### config.mk
export PLATFORM = sky130hd
export DESIGN_NAME = muldiv_unit_flat
export DESIGN_NICKNAME = d
export VERILOG_FILES = /design/src/rtl/muldiv_if.sv /design/src/rtl/muldiv_unit.sv /design/src/flat_wrapper.sv
export SDC_FILE = /design/constraint.sdc
export NUM_CORES = 1
export LEC_CHECK = 0
export ABC_AREA = 1
export CORE_MARGIN = 1
export CORE_UTILIZATION = 35
export DETAILED_ROUTE_END_ITERATION = 8
export MAX_ROUTING_LAYER = met4
export SYNTH_ARGS = -nofsm -noshare
export SYNTH_HDL_FRONTEND = slang
export SYNTH_SLANG_ARGS = --single-unit
### constraint.sdc
create_clock -name clk -period 7.5 [get_ports clk]
set_input_delay 1.5 -clock clk [delete_from_list [all_inputs] [get_ports clk]]
set_output_delay 1.5 -clock clk [all_outputs]
set_load 0.05 [all_outputs]
### src/rtl/muldiv_if.sv
// Request/response bundle for the iterative multiply/divide unit.
// master = issuing stage, slave = muldiv_unit.
interface muldiv_if #(
  parameter int XLEN  = 32,
  parameter int TAG_W = 5
) ();
  logic             in_valid;
  logic             in_ready;
  logic [2:0]       in_op;
  logic [XLEN-1:0]  in_op1;
  logic [XLEN-1:0]  in_op2;
  logic [TAG_W-1:0] in_tag;
  logic             flush;
  logic             out_valid;
  logic             out_ready;
  logic [XLEN-1:0]  out_result;
  logic [TAG_W-1:0] out_tag;
  logic             busy;

  modport master (
    output in_valid, in_op, in_op1, in_op2, in_tag, flush, out_ready,
    input  in_ready, out_valid, out_result, out_tag, busy
  );

  modport slave (
    input  in_valid, in_op, in_op1, in_op2, in_tag, flush, out_ready,
    output in_ready, out_valid, out_result, out_tag, busy
  );
endinterface

### src/rtl/muldiv_unit.sv
// Iterative RV32M multiply/divide: one radix-2 shift-add or restoring-divide step per cycle,
// signed ops run on magnitudes with the sign applied as the result is captured.
module muldiv_unit #(
  parameter int XLEN  = 32,
  parameter int TAG_W = 5
) (
  input  logic    clk,
  input  logic    rst_n,
  muldiv_if.slave bus
);
  localparam int CNT_W = $clog2(XLEN);

  localparam logic [1:0] S_IDLE = 2'd0;
  localparam logic [1:0] S_CALC = 2'd1;
  localparam logic [1:0] S_DONE = 2'd2;

  localparam logic [2:0] OP_MUL    = 3'b000;
  localparam logic [2:0] OP_MULH   = 3'b001;
  localparam logic [2:0] OP_MULHSU = 3'b010;
  localparam logic [2:0] OP_DIV    = 3'b100;
  localparam logic [2:0] OP_REM    = 3'b110;

  localparam logic [XLEN-1:0] INT_MIN = {1'b1, {(XLEN-1){1'b0}}};

  logic [1:0]       state_q, state_d;
  logic [CNT_W-1:0] cnt_q, cnt_d;
  logic [XLEN-1:0]  out_result_q, out_result_d;
  logic [TAG_W-1:0] out_tag_q, out_tag_d;

  // hi/lo hold {product high, multiplier} or {partial remainder, dividend/quotient}
  logic [XLEN-1:0]  hi_q, hi_d, lo_q, lo_d, mcand_q, mcand_d;
  logic             is_div_q, is_div_d, sel_hi_q, sel_hi_d, neg_q, neg_d;

  logic             accept;
  logic             op1_neg, op2_neg, div_by_zero, overflow;
  logic [XLEN-1:0]  mag1, mag2, special_res;
  logic [XLEN:0]    mul_sum, div_shift, div_diff;
  logic             div_ok;
  logic [XLEN-1:0]  iter_hi, iter_lo, div_raw, div_res, mul_res;
  logic [2*XLEN-1:0] prod, prod_fix;

  assign accept = bus.in_valid && bus.in_ready && !bus.flush;

  always_comb begin
    op1_neg = bus.in_op1[XLEN-1] &&
              (bus.in_op == OP_MULH || bus.in_op == OP_MULHSU ||
               bus.in_op == OP_DIV  || bus.in_op == OP_REM);
    op2_neg = bus.in_op2[XLEN-1] &&
              (bus.in_op == OP_MULH || bus.in_op == OP_DIV || bus.in_op == OP_REM);
    mag1 = op1_neg ? -bus.in_op1 : bus.in_op1;
    mag2 = op2_neg ? -bus.in_op2 : bus.in_op2;

    div_by_zero = bus.in_op[2] && (bus.in_op2 == '0);
    overflow    = (bus.in_op == OP_DIV || bus.in_op == OP_REM) &&
                  (bus.in_op1 == INT_MIN) && (bus.in_op2 == '1);
    if (div_by_zero) special_res = bus.in_op[1] ? bus.in_op1 : '1;
    else             special_res = bus.in_op[1] ? '0 : bus.in_op1;
  end

  always_comb begin
    mul_sum   = {1'b0, hi_q} + (lo_q[0] ? {1'b0, mcand_q} : '0);
    div_shift = {hi_q, lo_q[XLEN-1]};
    div_diff  = div_shift - {1'b0, mcand_q};
    div_ok    = !div_diff[XLEN];

    if (is_div_q) begin
      iter_hi = div_ok ? div_diff[XLEN-1:0] : div_shift[XLEN-1:0];
      iter_lo = {lo_q[XLEN-2:0], div_ok};
    end else begin
      iter_hi = mul_sum[XLEN:1];
      iter_lo = {mul_sum[0], lo_q[XLEN-1:1]};
    end

    prod     = {iter_hi, iter_lo};
    prod_fix = neg_q ? -prod : prod;
    mul_res  = sel_hi_q ? prod_fix[2*XLEN-1:XLEN] : prod_fix[XLEN-1:0];
    div_raw  = sel_hi_q ? iter_hi : iter_lo;
    div_res  = neg_q ? -div_raw : div_raw;
  end

  // NOTE: every *_d starts from its *_q so no path through this block infers a latch.
  always_comb begin
    state_d      = state_q;
    cnt_d        = cnt_q;
    out_result_d = out_result_q;
    out_tag_d    = out_tag_q;
    hi_d         = hi_q;
    lo_d         = lo_q;
    mcand_d      = mcand_q;
    is_div_d     = is_div_q;
    sel_hi_d     = sel_hi_q;
    neg_d        = neg_q;

    if (bus.flush) begin
      state_d = S_IDLE;
    end else begin
      case (state_q)
        S_IDLE: if (accept) begin
          out_tag_d = bus.in_tag;
          is_div_d  = bus.in_op[2];
          sel_hi_d  = bus.in_op[2] ? bus.in_op[1] : (bus.in_op[1:0] != 2'b00);
          neg_d     = (bus.in_op[2] && bus.in_op[1]) ? op1_neg : (op1_neg ^ op2_neg);
          hi_d      = '0;
          lo_d      = bus.in_op[2] ? mag1 : mag2;
          mcand_d   = bus.in_op[2] ? mag2 : mag1;
          if (div_by_zero || overflow) begin
            out_result_d = special_res;
            state_d      = S_DONE;
          end else begin
            cnt_d   = CNT_W'(XLEN - 1);
            state_d = S_CALC;
          end
        end
        S_CALC: begin
          hi_d = iter_hi;
          lo_d = iter_lo;
          if (cnt_q == '0) begin
            out_result_d = is_div_q ? div_res : mul_res;
            state_d      = S_DONE;
          end else begin
            cnt_d = cnt_q - CNT_W'(1);
          end
        end
        S_DONE: if (bus.out_ready) state_d = S_IDLE;
        default: state_d = S_IDLE;
      endcase
    end
  end

  always_ff @(posedge clk) begin
    if (!rst_n) begin
      state_q      <= S_IDLE;
      cnt_q        <= '0;
      out_result_q <= '0;
      out_tag_q    <= '0;
    end else begin
      state_q      <= state_d;
      cnt_q        <= cnt_d;
      out_result_q <= out_result_d;
      out_tag_q    <= out_tag_d;
    end
  end

  // NOTE: the working registers are always reloaded on accept before they are read,
  // so they carry no reset.
  always_ff @(posedge clk) begin
    hi_q     <= hi_d;
    lo_q     <= lo_d;
    mcand_q  <= mcand_d;
    is_div_q <= is_div_d;
    sel_hi_q <= sel_hi_d;
    neg_q    <= neg_d;
  end

  assign bus.in_ready   = (state_q == S_IDLE) && rst_n;
  assign bus.out_valid  = (state_q == S_DONE);
  assign bus.out_result = out_result_q;
  assign bus.out_tag    = out_tag_q;
  assign bus.busy       = (state_q != S_IDLE);
endmodule

### src/flat_wrapper.sv
// flat-port wrapper written by rule: the top's interface ports become plain ports
module muldiv_unit_flat 
#(
  parameter int XLEN  = 32,
  parameter int TAG_W = 5
)
  (clk, rst_n, bus_in_valid, bus_in_op, bus_in_op1, bus_in_op2, bus_in_tag, bus_flush, bus_out_ready, bus_in_ready, bus_out_valid, bus_out_result, bus_out_tag, bus_busy);
  muldiv_if #(.XLEN(XLEN), .TAG_W(TAG_W)) bus_i ();
  input  logic clk;
  input  logic rst_n;
  input wire logic [$bits(bus_i.in_valid)-1:0] bus_in_valid;
  input wire logic [$bits(bus_i.in_op)-1:0] bus_in_op;
  input wire logic [$bits(bus_i.in_op1)-1:0] bus_in_op1;
  input wire logic [$bits(bus_i.in_op2)-1:0] bus_in_op2;
  input wire logic [$bits(bus_i.in_tag)-1:0] bus_in_tag;
  input wire logic [$bits(bus_i.flush)-1:0] bus_flush;
  input wire logic [$bits(bus_i.out_ready)-1:0] bus_out_ready;
  output wire logic [$bits(bus_i.in_ready)-1:0] bus_in_ready;
  output wire logic [$bits(bus_i.out_valid)-1:0] bus_out_valid;
  output wire logic [$bits(bus_i.out_result)-1:0] bus_out_result;
  output wire logic [$bits(bus_i.out_tag)-1:0] bus_out_tag;
  output wire logic [$bits(bus_i.busy)-1:0] bus_busy;
  assign bus_i.in_valid = bus_in_valid;
  assign bus_i.in_op = bus_in_op;
  assign bus_i.in_op1 = bus_in_op1;
  assign bus_i.in_op2 = bus_in_op2;
  assign bus_i.in_tag = bus_in_tag;
  assign bus_i.flush = bus_flush;
  assign bus_i.out_ready = bus_out_ready;
  assign bus_in_ready = bus_i.in_ready;
  assign bus_out_valid = bus_i.out_valid;
  assign bus_out_result = bus_i.out_result;
  assign bus_out_tag = bus_i.out_tag;
  assign bus_busy = bus_i.busy;
  muldiv_unit #(.XLEN(XLEN), .TAG_W(TAG_W)) u_core (.clk(clk), .rst_n(rst_n), .bus(bus_i));
endmodule
==> results.json <==
{
  "hold_class": "flip-flop to flip-flop",
  "power_density_mw_per_mm2": 122,
  "routabilityCongestion": 1.04,
  "tns_ps": 0,
  "switchingPower_mw": 1.01,
  "max_freq_mhz": 178,
  "postRouteAntennaNets": 0,
  "syn_inst": 3238,
  "r2r_slack_ps": 1870,
  "coreArea_mm2": 0.0528,
  "dieArea_mm2": 0.0546,
  "port_buffers": 116,
  "drc": 0,
  "yosysWarnings": 0,
  "slowest_delay_ps": 460,
  "r2r-end": "u_core.bus.out_result[26]$_SDFFE_PN0P_",
  "diodes": 0,
  "power.internal_mw": 1.56,
  "syn-num-nets": 3388,
  "cp_max_fo": 11,
  "drtIter0Drc": 2290,
  "min_to": "u_core.cnt_q[0]$_SDFFE_PN0P_",
  "routed_wl_um": 80600,
  "antenna_found_initial": 0,
  "worstSetupPathType": "flip-flop to flip-flop",
  "startpoint_type": "flip-flop",
  "r2r_cells": 35,
  "fin_nets": 3430,
  "grt_pass1_vias": 19400,
  "tightest_slew_ps": 1260,
  "dominantRegCellSynth": "edfxtp_1",
  "dr_total_vias": 21400,
  "cts-htree-levels": 4,
  "crit_path_end_kind": "flip-flop",
  "synth_edf_count": 99,
  "setup-violations-final": 0,
  "hold_viol_final": 0,
  "die_y_um": 234,
  "rsz0062_at_grt": "no",
  "drv_cap": 0,
  "pwr-share-clk_pct": 34.0,
  "yosysTopAreaCell": "nand2_1",
  "clk_pin_slew_worst_paths_ps": 80,
  "cts_resized": 0,
  "placed_area_mm2": 0.0204,
  "slowest_stage": "edfxtp_1",
  "cts_root_buf": "clkbuf_16",
  "cts_buffer_depth": 2,
  "status": "finished clean",
  "start_util_pct": 35.6,
  "numClockSinks": 143,
  "clock_skew_ps": 16.4,
  "ios": 117,
  "grt_usage_pct": 30.5,
  "min_path_cells": 1,
  "arrival_ps": 5970,
  "crit_top_cell": "nand2_1",
  "cts_tree": "done",
  "clock_latency_ps": 480,
  "drive_gt1_share_pct": 6.68,
  "irDropWorstVdd_mv": 0.166,
  "power_frac_seq_pct": 34.7,
  "leakage_nw": 9.72,
  "synth.avg_cell_area_um2": 5.80,
  "dieWidth_um": 234,
  "sw_frac_of_total_pct": 39.3,
  "async_flop_share_pct": 0,
  "min_period_over_period_pct": 75.0,
  "pwr-share-comb_pct": 31.3,
  "grt_pass1_wl_um": 120000,
  "final_cell_area_mm2": 0.0210,
  "ys_seq_area_share_pct": 20.5,
  "required_ps": 7840,
  "slew_headroom_pct": 15.3,
  "drtPass1Iterations": 6,
  "cts_buffers": 17,
  "synth.cell_area_mm2": 0.0188,
  "postCtsSetupBuffers": 0,
  "yosys-top-cells-area": "nand2_1 20%, edfxtp_1 16%, inv_1 8.6%",
  "core.rowCount": 84,
  "area.growth.synth_to_final_pct": 12.0,
  "dp_hpwl_um": 65700,
  "holdBufCountCts": 0,
  "netlist.area_leader.share_pct": 19.7,
  "synth.distinct_cells": 64,
  "avgViaCountPerCell": 5.38,
  "yosys_register_bits": 143,
  "grt-ovfl-total": 0,
  "drv_slew": 0,
  "fin_crit_ps": 5630,
  "grt_max_degree": 82,
  "min-delay-start": "u_core.cnt_q[0]$_SDFFE_PN0P_",
  "r2r_start": "u_core.lo_q[31]$_DFFE_PP_",
  "wire_per_inst_um": 20.2
}
synth_stat cells (9+ instances only):
library cell	count
nor3_1	42
nand2_1	984
xnor2_1	31
or2_2	12
o211ai_1	12
o21ai_0	254
buf_2	17
dfxtp_1	44
nand3_2	11
nor2_1	357
clkbuf_1	75
nand4_1	33
o21ai_2	19
nand3b_1	24
nand3_1	245
edfxtp_1	99
nor4_1	11
o21ai_1	23
inv_2	17
a21oi_1	142
buf_1	15
nor2_2	19
xor2_1	49
a31oi_1	36
inv_1	430
nand2_2	42
o21bai_1	13
ha_1	71
o31ai_1	9
per-stage QoR:
step                power [mW]  utilization [%]  hold slack (ps)  worst slack, ps  std cells
floorplan                 1.40                -              431              347       3238
global placement          1.69             38.8              447             1710       3949
detailed placement        1.69             38.8              456             1690       3949
CTS                       2.56             39.9              468             1960       3981
global route              2.68             39.9              506             1480       3981
finish                    2.57             39.9              466             1870       3981
power by group through the flow:
| stage | Clock, mW | Sequential, mW | Combinational [mW] |
|---|---|---|---|
| final | 0.873 | 0.890 | 0.803 |
| after global routing | 0.916 | 0.891 | 0.877 |
| after CTS | 0.886 | 0.889 | 0.789 |
| after detailed placement | 0 | 0.907 | 0.787 |
| after global placement | 0 | 0.907 | 0.786 |
| after floorplan | 0 | 0.902 | 0.498 |
layout make-up:
cell class                      count  area (um2)
Clock buffer                       17         425
Inverter                          453        1700
Clock inverter                     15         165
Sequential cell                   143        3850
Tap cell                          688         861
Timing Repair Buffer              142        1350
Multi-Input combinational cell   2523       12700
Fill cell                        5816       31700
cell usage in the layout (no fill, tap or decap), types with 13 or more instances in the layout:
master,count
nor2_2,19
xor2_1,49
dfxtp_1,44
nand2_1,983
o21ai_1,23
o21ai_2,19
clkdlybuf4s50_1,115
nand2_2,43
ha_1,71
a21oi_1,142
xnor2_1,31
nand4_1,33
o21bai_1,13
nor3_1,42
a31oi_1,36
nor2_1,356
buf_4,26
inv_2,17
inv_1,429
nand3_1,245
edfxtp_1,99
clkbuf_16,17
o21ai_0,254
nand3b_1,24
kinds of logic after synthesis:
group                    after synthesis  synth area share [%]
buffers and inverters                572                  12.0
AO/OA/AOI/OAI                        555                  17.1
flip-flops                           143                  20.5
XOR/XNOR                              80                  3.73
AND/OR/NAND/NOR                     1805                  41.1
multiplexers                           9                 0.493
adder cells (fa/ha/maj)               74                  5.00
worst max-delay path, delay by kind of cell, from the launching register on:
kind | cells | cell delay (ps)
AND/OR/NAND/NOR | 28 | 3980
adder cells (fa/ha/maj) | 3 | 690
flip-flops | 1 | 460
buffers and inverters | 3 | 270
AO/OA/AOI/OAI | 1 | 60
state kept, by name, summed over array words and instances (netlist names):
signal	flops
u_core.bus.out_result	32
u_core.bus.out_tag	5
u_core.cnt_q	5
u_core.hi_q	32
u_core.is_div_q	1
u_core.lo_q	32
u_core.mcand_q	32
u_core.neg_q	1
u_core.sel_hi_q	1
u_core.state_q	2
routing by layer:
layer / track usage (%) / up-vias / wire length (um)
li1: - / 10600 / -
met3: 5.33 / 153 / 6210
met1: 38.8 / 9771 / 34800
met5: - / - / 0
met2: 47.2 / 905 / 36100
met4: 13.0 / 0 / 3460
worst max-delay path by stage:
| stage | start | to | slack [ps] | depth (start not counted) |
|---|---|---|---|---|
| after global routing | u_core.lo_q[31]$_DFFE_PP_ | u_core.bus.out_result[26]$_SDFFE_PN0P_ | 1480 | 35 |
| after CTS | u_core.lo_q[31]$_DFFE_PP_ | u_core.bus.out_result[26]$_SDFFE_PN0P_ | 1960 | 35 |
| after floorplan | rst_n | u_core.cnt_q[4]$_SDFFE_PN0P_ | 350 | 15 |
| after detailed placement | bus_in_op2[0] | u_core.bus.out_result[4]$_SDFFE_PN0P_ | 1690 | 16 |
| after global placement | bus_in_op2[0] | u_core.bus.out_result[2]$_SDFFE_PN0P_ | 1710 | 16 |
| final | u_core.lo_q[31]$_DFFE_PP_ | u_core.bus.out_result[26]$_SDFFE_PN0P_ | 1870 | 35 |
No activity file was read; power rests on OpenSTA's default activity.
